[src/rtl/control_acceso_param.sv]
// Parking-gate access controller: the vehicle arrives, a PIN is checked against a reprogrammable key,
// and the gate opens for a bounded time. Wrong PINs and tailgating lock the gate until an operator releases it.
module control_acceso_param #(
    parameter int                PIN_W        = 16,
    parameter logic [PIN_W-1:0]  CLAVE_INIT   = 16'h1194,
    parameter int                MAX_INTENTOS = 3,
    parameter int                T_ABIERTO    = 1000,
    localparam int               IW           = $clog2(MAX_INTENTOS + 1)
) (
    input  logic             clk,
    input  logic             reset,
    input  logic             llegado_vehiculo,
    input  logic             paso_vehiculo,
    input  logic             boton_reset,
    input  logic             pin_valid,
    input  logic [PIN_W-1:0] clave_ingresada,
    input  logic             cargar_clave,
    input  logic [PIN_W-1:0] clave_nueva,
    output logic             abriendo_compuerta,
    output logic             cerrando_compuerta,
    output logic             alarm_pin_incorrecto,
    output logic             alarm_timeout,
    output logic             alarm_bloqueo,
    output logic [IW-1:0]    intentos,
    output logic [1:0]       estado
);

    localparam int TW = (T_ABIERTO > 1) ? $clog2(T_ABIERTO) : 1;
    localparam logic [TW-1:0] TIMER_LAST   = TW'(T_ABIERTO - 1);
    localparam logic [IW-1:0] INTENTOS_MAX = IW'(MAX_INTENTOS);

    typedef enum logic [1:0] {
        IDLE         = 2'd0,
        ESPERA_CLAVE = 2'd1,
        ABIERTO      = 2'd2,
        BLOQUEO      = 2'd3
    } state_t;

    state_t             state_q, state_d;
    logic [IW-1:0]      intentos_q, intentos_d;
    logic [TW-1:0]      timer_q, timer_d;
    logic [PIN_W-1:0]   clave_q, clave_d;
    logic               abrir_d, cerrar_d, pin_mal_d, timeout_d;
    logic [IW-1:0]      intentos_inc;

    assign intentos_inc = intentos_q + IW'(1);

    // NOTE: every variable gets a default before the case so no path leaves one unassigned and infers a latch.
    always_comb begin
        state_d    = state_q;
        intentos_d = intentos_q;
        timer_d    = timer_q;
        clave_d    = clave_q;
        abrir_d    = 1'b0;
        cerrar_d   = 1'b0;
        pin_mal_d  = 1'b0;
        timeout_d  = 1'b0;

        unique case (state_q)
            IDLE: begin
                // The key loads alongside an arrival, so the new key is in place before any PIN is checked.
                if (cargar_clave) begin
                    clave_d = clave_nueva;
                end
                if (llegado_vehiculo) begin
                    state_d    = ESPERA_CLAVE;
                    intentos_d = '0;
                end
            end

            ESPERA_CLAVE: begin
                if (pin_valid) begin
                    if (clave_ingresada == clave_q) begin
                        state_d    = ABIERTO;
                        intentos_d = '0;
                        timer_d    = '0;
                        abrir_d    = 1'b1;
                    end else begin
                        intentos_d = intentos_inc;
                        pin_mal_d  = 1'b1;
                        if (intentos_inc == INTENTOS_MAX) begin
                            state_d = BLOQUEO;
                        end
                    end
                end
            end

            ABIERTO: begin
                // A passage wins over a timeout in the same cycle; tailgating locks the gate without closing it.
                if (paso_vehiculo && llegado_vehiculo) begin
                    state_d = BLOQUEO;
                end else if (paso_vehiculo) begin
                    state_d  = IDLE;
                    cerrar_d = 1'b1;
                end else if (timer_q == TIMER_LAST) begin
                    state_d   = IDLE;
                    cerrar_d  = 1'b1;
                    timeout_d = 1'b1;
                end else begin
                    timer_d = timer_q + TW'(1);
                end
            end

            BLOQUEO: begin
                if (boton_reset) begin
                    state_d    = IDLE;
                    intentos_d = '0;
                end
            end

            default: state_d = IDLE;
        endcase
    end

    // NOTE: sequential state uses non-blocking assignments so every register samples pre-edge values.
    always_ff @(posedge clk) begin
        if (reset) begin
            state_q              <= IDLE;
            intentos_q           <= '0;
            timer_q              <= '0;
            clave_q              <= CLAVE_INIT;
            abriendo_compuerta   <= 1'b0;
            cerrando_compuerta   <= 1'b0;
            alarm_pin_incorrecto <= 1'b0;
            alarm_timeout        <= 1'b0;
            alarm_bloqueo        <= 1'b0;
        end else begin
            state_q              <= state_d;
            intentos_q           <= intentos_d;
            timer_q              <= timer_d;
            clave_q              <= clave_d;
            abriendo_compuerta   <= abrir_d;
            cerrando_compuerta   <= cerrar_d;
            alarm_pin_incorrecto <= pin_mal_d;
            alarm_timeout        <= timeout_d;
            alarm_bloqueo        <= (state_d == BLOQUEO);
        end
    end

    assign estado   = state_q;
    assign intentos = intentos_q;

endmodule

[config.mk]
export PLATFORM = sky130hd
export DESIGN_NAME = control_acceso_param
export DESIGN_NICKNAME = d
export VERILOG_FILES = /design/src/rtl/control_acceso_param.sv
export SDC_FILE = /design/constraint.sdc
export NUM_CORES = 1
export LEC_CHECK = 0
export BUFFER_PORTS_ARGS = -buffer_cell sky130_fd_sc_hd__buf_4
export CAP_MARGIN = 10
export CORE_MARGIN = 3
export CORE_UTILIZATION = 50
export CTS_BUF_LIST = sky130_fd_sc_hd__clkbuf_16
export DETAILED_ROUTE_END_ITERATION = 16
export PLACE_DENSITY = 0.77
export SYNTH_ARGS = -nofsm -noshare
export SYNTH_HDL_FRONTEND = slang
export SYNTH_SLANG_ARGS = --single-unit
[constraint.sdc]
create_clock -name clk -period 2.55 [get_ports clk]
set_input_delay 0.255 -clock clk [delete_from_list [all_inputs] [get_ports clk]]
set_output_delay 0.255 -clock clk [all_outputs]
set_load 0.02 [all_outputs]
### After elaboration in Yosys (flattened, before gate mapping)

Index checks and enable logic that the tools add are counted.

| storage, ports and cells | value |
|---|---|
| register bits after elaboration | 35 |
| input bits | 39 |
| output and inout bits | 9 |
| logic and storage cells | 62 |

| cells by class | value |
|---|---|
| $add $sub $neg | 2 |
| equality and inequality tests | 14 |
| muxes and demuxes | 24 |
| bitwise operators | 3 |
| reductions and logical operators | 10 |

Operators by type and width:

| cell | count |
|---|---|
| two-way mux 10 bit | 5 |
| two-way mux 2 bit | 12 |
| case mux 10 bit (2 select lines) | 1 |
| equality test 16 bit | 1 |
| != test 2 bit (second input constant) | 7 |
| adder 10 x 1 -> 10 bit (second input constant) | 1 |
| equality test 10 bit (second input constant) | 1 |
| equality test 2 bit (second input constant) | 4 |
| case mux 2 bit (4 select lines) | 1 |
| case mux 2 bit (3 select lines) | 1 |
| AND reduction 6 bit | 1 |
| OR reduction 3 bit | 2 |
| two-way mux 1 bit | 4 |
| AND reduction 4 bit | 1 |
| OR reduction 4 bit | 1 |
| NOT 1 bit | 3 |
| nonzero test 3 bit | 1 |
| adder 2 x 1 -> 2 bit (second input constant) | 1 |
| equality test 2 x 1 -> 1 bit (second input constant) | 1 |
| logical NOT 2 bit | 1 |
| AND reduction 2 bit | 1 |
| nonzero test 2 bit | 1 |
| logical AND 1 bit | 1 |

### Depth between registers and ports, before layout

| depth | value |
|---|---|
| depth after elaboration | 7 |
| mapped depth | 7 |

### Worst setup path before layout

Ideal clock, no wire load.

| timing path | value |
|---|---|
| path kind | register -> register |
| start point | register timer_q[0] |
| end point | register timer_q[8] |
| data arrival time | 1.632 ns |
| path slack | 0.782 ns |
| stages on the path, launching flop included | 8 |
| path buffers | 1 |
| period minus slack after synthesis | 1.768 ns |
| path through | dfxtp_1 ha_1 nand4_1 or3_4 and2_1 buf_4 a41oi_1 a311oi_1 |

| on the way | value |
|---|---|
| word-level cells in the longest chain between the ends | 5 |
| elaborated cells on any way between the ends | 8 |
| classes of those cells | 1 x add/sub; 2 x eq/ne; 4 x mux; 1 x reduce/logical |

RTL lines:

| what | line | RTL |
|---|---|---|
| from (decl) | 41 | `logic [TW-1:0] timer_q, timer_d;` |
| from (signal assigned) | 130 | `timer_q <= timer_d;` |
| adder 10 x 1 -> 10 bit | 100 | `timer_d = timer_q + TW'(1);` |
| two-way mux 10 bit | 95 | `end else if (timer_q == TIMER_LAST) begin` |
| two-way mux 10 bit | 92 | `end else if (paso_vehiculo) begin` |
| two-way mux 10 bit | 90 | `if (paso_vehiculo && llegado_vehiculo) begin` |
| case mux 10 bit (2 select lines) | 59 | `unique case (state_q)` |

Parallel ways exist; a longest one is shown, timed or not. The select of a mux whose other input is x is not followed.
A chain may end at the register's enable or synchronous reset.

### Worst setup path after layout

| timing path | value |
|---|---|
| start point | register timer_q[0] |
| end point | register timer_q[9] |

Same word-level chain as after synthesis.

==> metrics.cfg <==
[setup_path]
ff2ff_path_depth=6
critPathSlowestCell=or3_4
r2r-start=timer_q[0]$_SDFFE_PP0P_
crit_type=reg2reg
worstSetupEndpointType=register
crit_family=simple AND/OR/NAND/NOR gates
crit_required_ns=2.69
slowest_delay_ns=0.42
cp_cell_sequence=ha_1 > nand4_1 > or3_4 > and2_1 > a41oi_1 > a311oi_1
critPathArrivalTime_ns=2.07
r2r_setup_slack_ns=0.62
startpoint_type=register
path_buf_inv=0
crit_path_max_fanout=10
r2r-end=timer_q[9]$_SDFFE_PP0P_

[logic_synthesis]
postSynthAreaPerCell_um2=8.25
syn_inst=203
synth_nets=244
ys.flop_type=dfxtp_1
synth-seq-cells=35
ys_seq_area_share_pct=41.8
synth_top_area_cell=dfxtp_1
yosysWarningCount=0
synth_common_cells=41 x nand2_1, 35 x dfxtp_1, 22 x a21oi_1
synth_edf_count=0
synth_area_um2=1680
synthTopCellsByArea=dfxtp_1 42%, nand2_1 9.2%, xor2_1 8.4%
synth_top_area_share_pct=41.8
ys_async_sr_fraction_pct=0
ys_types=33
synth.most_common_cell=nand2_1

[global_routing]
grt_pass1_vias=1432
grt-ovfl-total=0
antenna_found_initial=0
grt_max_degree=28
grt.total_usage_pct=20.1
grt_pass1_wl_um=6470

[cts]
cts_resized=0
tritoncts=built
ctsHoldBuffers=0
postCtsSetupRepairBufs=0
cts.path.max_buffers=2
cts_sinks=35
tritoncts.num_buffers=5
clkSlewWorstSetupHoldPaths_ns=0.05
cts_htree_levels=2
clk_latency_ns=0.27
clock-root-buffer=clkbuf_16

[routing]
first_pass_iters=4
drt_iter0_markers=103
avgViaCountPerCell=5.33
wl_per_cell_um=12.9
remaining_drc_errors=0
antenna_left=0
drt_wl_total_um=3800
num_vias=1566

[timing]
worstMarginPinSlew_ns=0.556
relSlewSlack_pct=62.8
fin_setup_tns_ns=0
hold_viol_final=0
slew_violations=0
rsz0062_at_grt=false
min_period_ns=1.93
finalCritPeriodShare_pct=75.8
fmax_mhz=517
fin_skew_ns=0.00663
finalSetupViolCount=0

[hold_path]
holdPathStages=3
min_path_type=in2reg
min_to=clave_q[4]$_SDFFE_PP1P_
hp-start=clave_nueva[4]

[floorplan]
start_util_pct=53.6
coreArea_um2=3130
rows=20
fp.dieH_um=63.9
die_x_um=63.9
ios=48
design.die.area_um2=4080

[power]
cellLeakagePower_uw=0.000937
p_total_uw=1290
peakVddDrop_mv=0.376
p_per_area_nw_per_um2=593

[final_layout]
n_antenna_cell=0
drive_above_1_share_pct=22.8
nNetsFinal=290
fill_cells=265
synthToLayoutAreaGrowth_pct=29.8

[placement]
place.port_buffers=47
hpwl_um=2780
finalWeightedCongestion=0.838

[flow_run]
cap_violations=0

[run_status]
status=complete, no violations

==> power by group <==
| group | internal, uW | total [uW] | switching, uW |
|---|---|---|---|
| Sequential | 569 | 583 | 14.1 |
| Combinational | 78.2 | 156 | 77.5 |
| Clock | 350 | 552 | 201 |
| Total | 997 | 1290 | 293 |
==> cell type report <==
cell class              instances  area, um^2  area share, %
inverters                       6        22.5           1.04
multi-input cells             154         907           41.7
repair buffers                 47         353           16.2
flip-flops and latches         35         701           32.2
clock buffers                   5         125           5.75
clock inverters                 3        11.3          0.518
well taps                      44        55.1           2.53
==> per-stage QoR <==
stage	cells	cell area, um^2	worst slack [ns]	util, %	hold WS (ns)
finish	294	2170	0.617	69.5	0.192
global route	294	2170	0.474	69.5	0.211
CTS	294	2170	0.643	69.5	0.187
detailed placement	286	2040	0.648	65.2	0.459
global placement	286	2040	0.666	65.2	0.457
floorplan	203	1680	0.782	-	0.332
==> registers in the layout, indices dropped and copies added (netlist names) <==
register,count
abriendo_compuerta,1
intentos,2
clave_q,16
alarm_pin_incorrecto,1
alarm_timeout,1
timer_q,10
alarm_bloqueo,1
estado,2
cerrando_compuerta,1
==> layer usage <==
metal,vias up,track usage [%],routed length (um)
li1,803,-,-
met5,-,0,0
met4,0,9.43,62
met3,8,5.45,242
met1,714,26.9,1820
met2,41,29.8,1680
==> worst max path at each step <==
stage                            startpoint  cells after the start  slack, ns                      end
finish              timer_q[0]$_SDFFE_PP0P_                      6       0.62  timer_q[9]$_SDFFE_PP0P_
global route        timer_q[0]$_SDFFE_PP0P_                      6       0.47  timer_q[9]$_SDFFE_PP0P_
CTS                 timer_q[0]$_SDFFE_PP0P_                      6       0.64  timer_q[9]$_SDFFE_PP0P_
detailed placement  timer_q[0]$_SDFFE_PP0P_                      6       0.65  timer_q[9]$_SDFFE_PP0P_
global placement    timer_q[0]$_SDFFE_PP0P_                      6       0.67  timer_q[8]$_SDFFE_PP0P_
floorplan           timer_q[0]$_SDFFE_PP0P_                      7       0.78  timer_q[8]$_SDFFE_PP0P_
==> cells in the final DEF, fill, tap and decap left out, types with 3 or more instances in the layout <==
| cell | n |
|---|---|
| o21ai_0 | 7 |
| a41oi_1 | 3 |
| xor2_1 | 16 |
| inv_1 | 7 |
| a311oi_1 | 3 |
| a211oi_1 | 9 |
| nand4_1 | 3 |
| nand2b_1 | 4 |
| clkbuf_16 | 5 |
| nand2_1 | 41 |
| nor2_1 | 12 |
| a31oi_1 | 3 |
| buf_4 | 47 |
| a21oi_1 | 22 |
| nor4_1 | 5 |
| nand3_1 | 6 |
| dfxtp_1 | 35 |
==> logic make-up (layout without fill, tap and decap cells) <==
kind of cell,count (synthesis),count (layout),share of synthesized area [%]
flip-flops,35,35,41.8
adder cells (fa/ha/maj),2,2,1.49
buffers and inverters,14,61,4.03
AND/OR/NAND/NOR,83,83,23.5
XOR/XNOR,16,16,8.36
multiplexers,2,2,1.19
AO/OA/AOI/OAI,51,51,19.6
==> worst register-to-register path, stage by stage (launching register included) <==
cell      delay, ns
dfxtp_1        0.39
ha_1           0.23
nand4_1        0.13
or3_4          0.42
and2_1         0.29
a41oi_1        0.26
a311oi_1       0.07
Power figures use the tool's default switching activity.
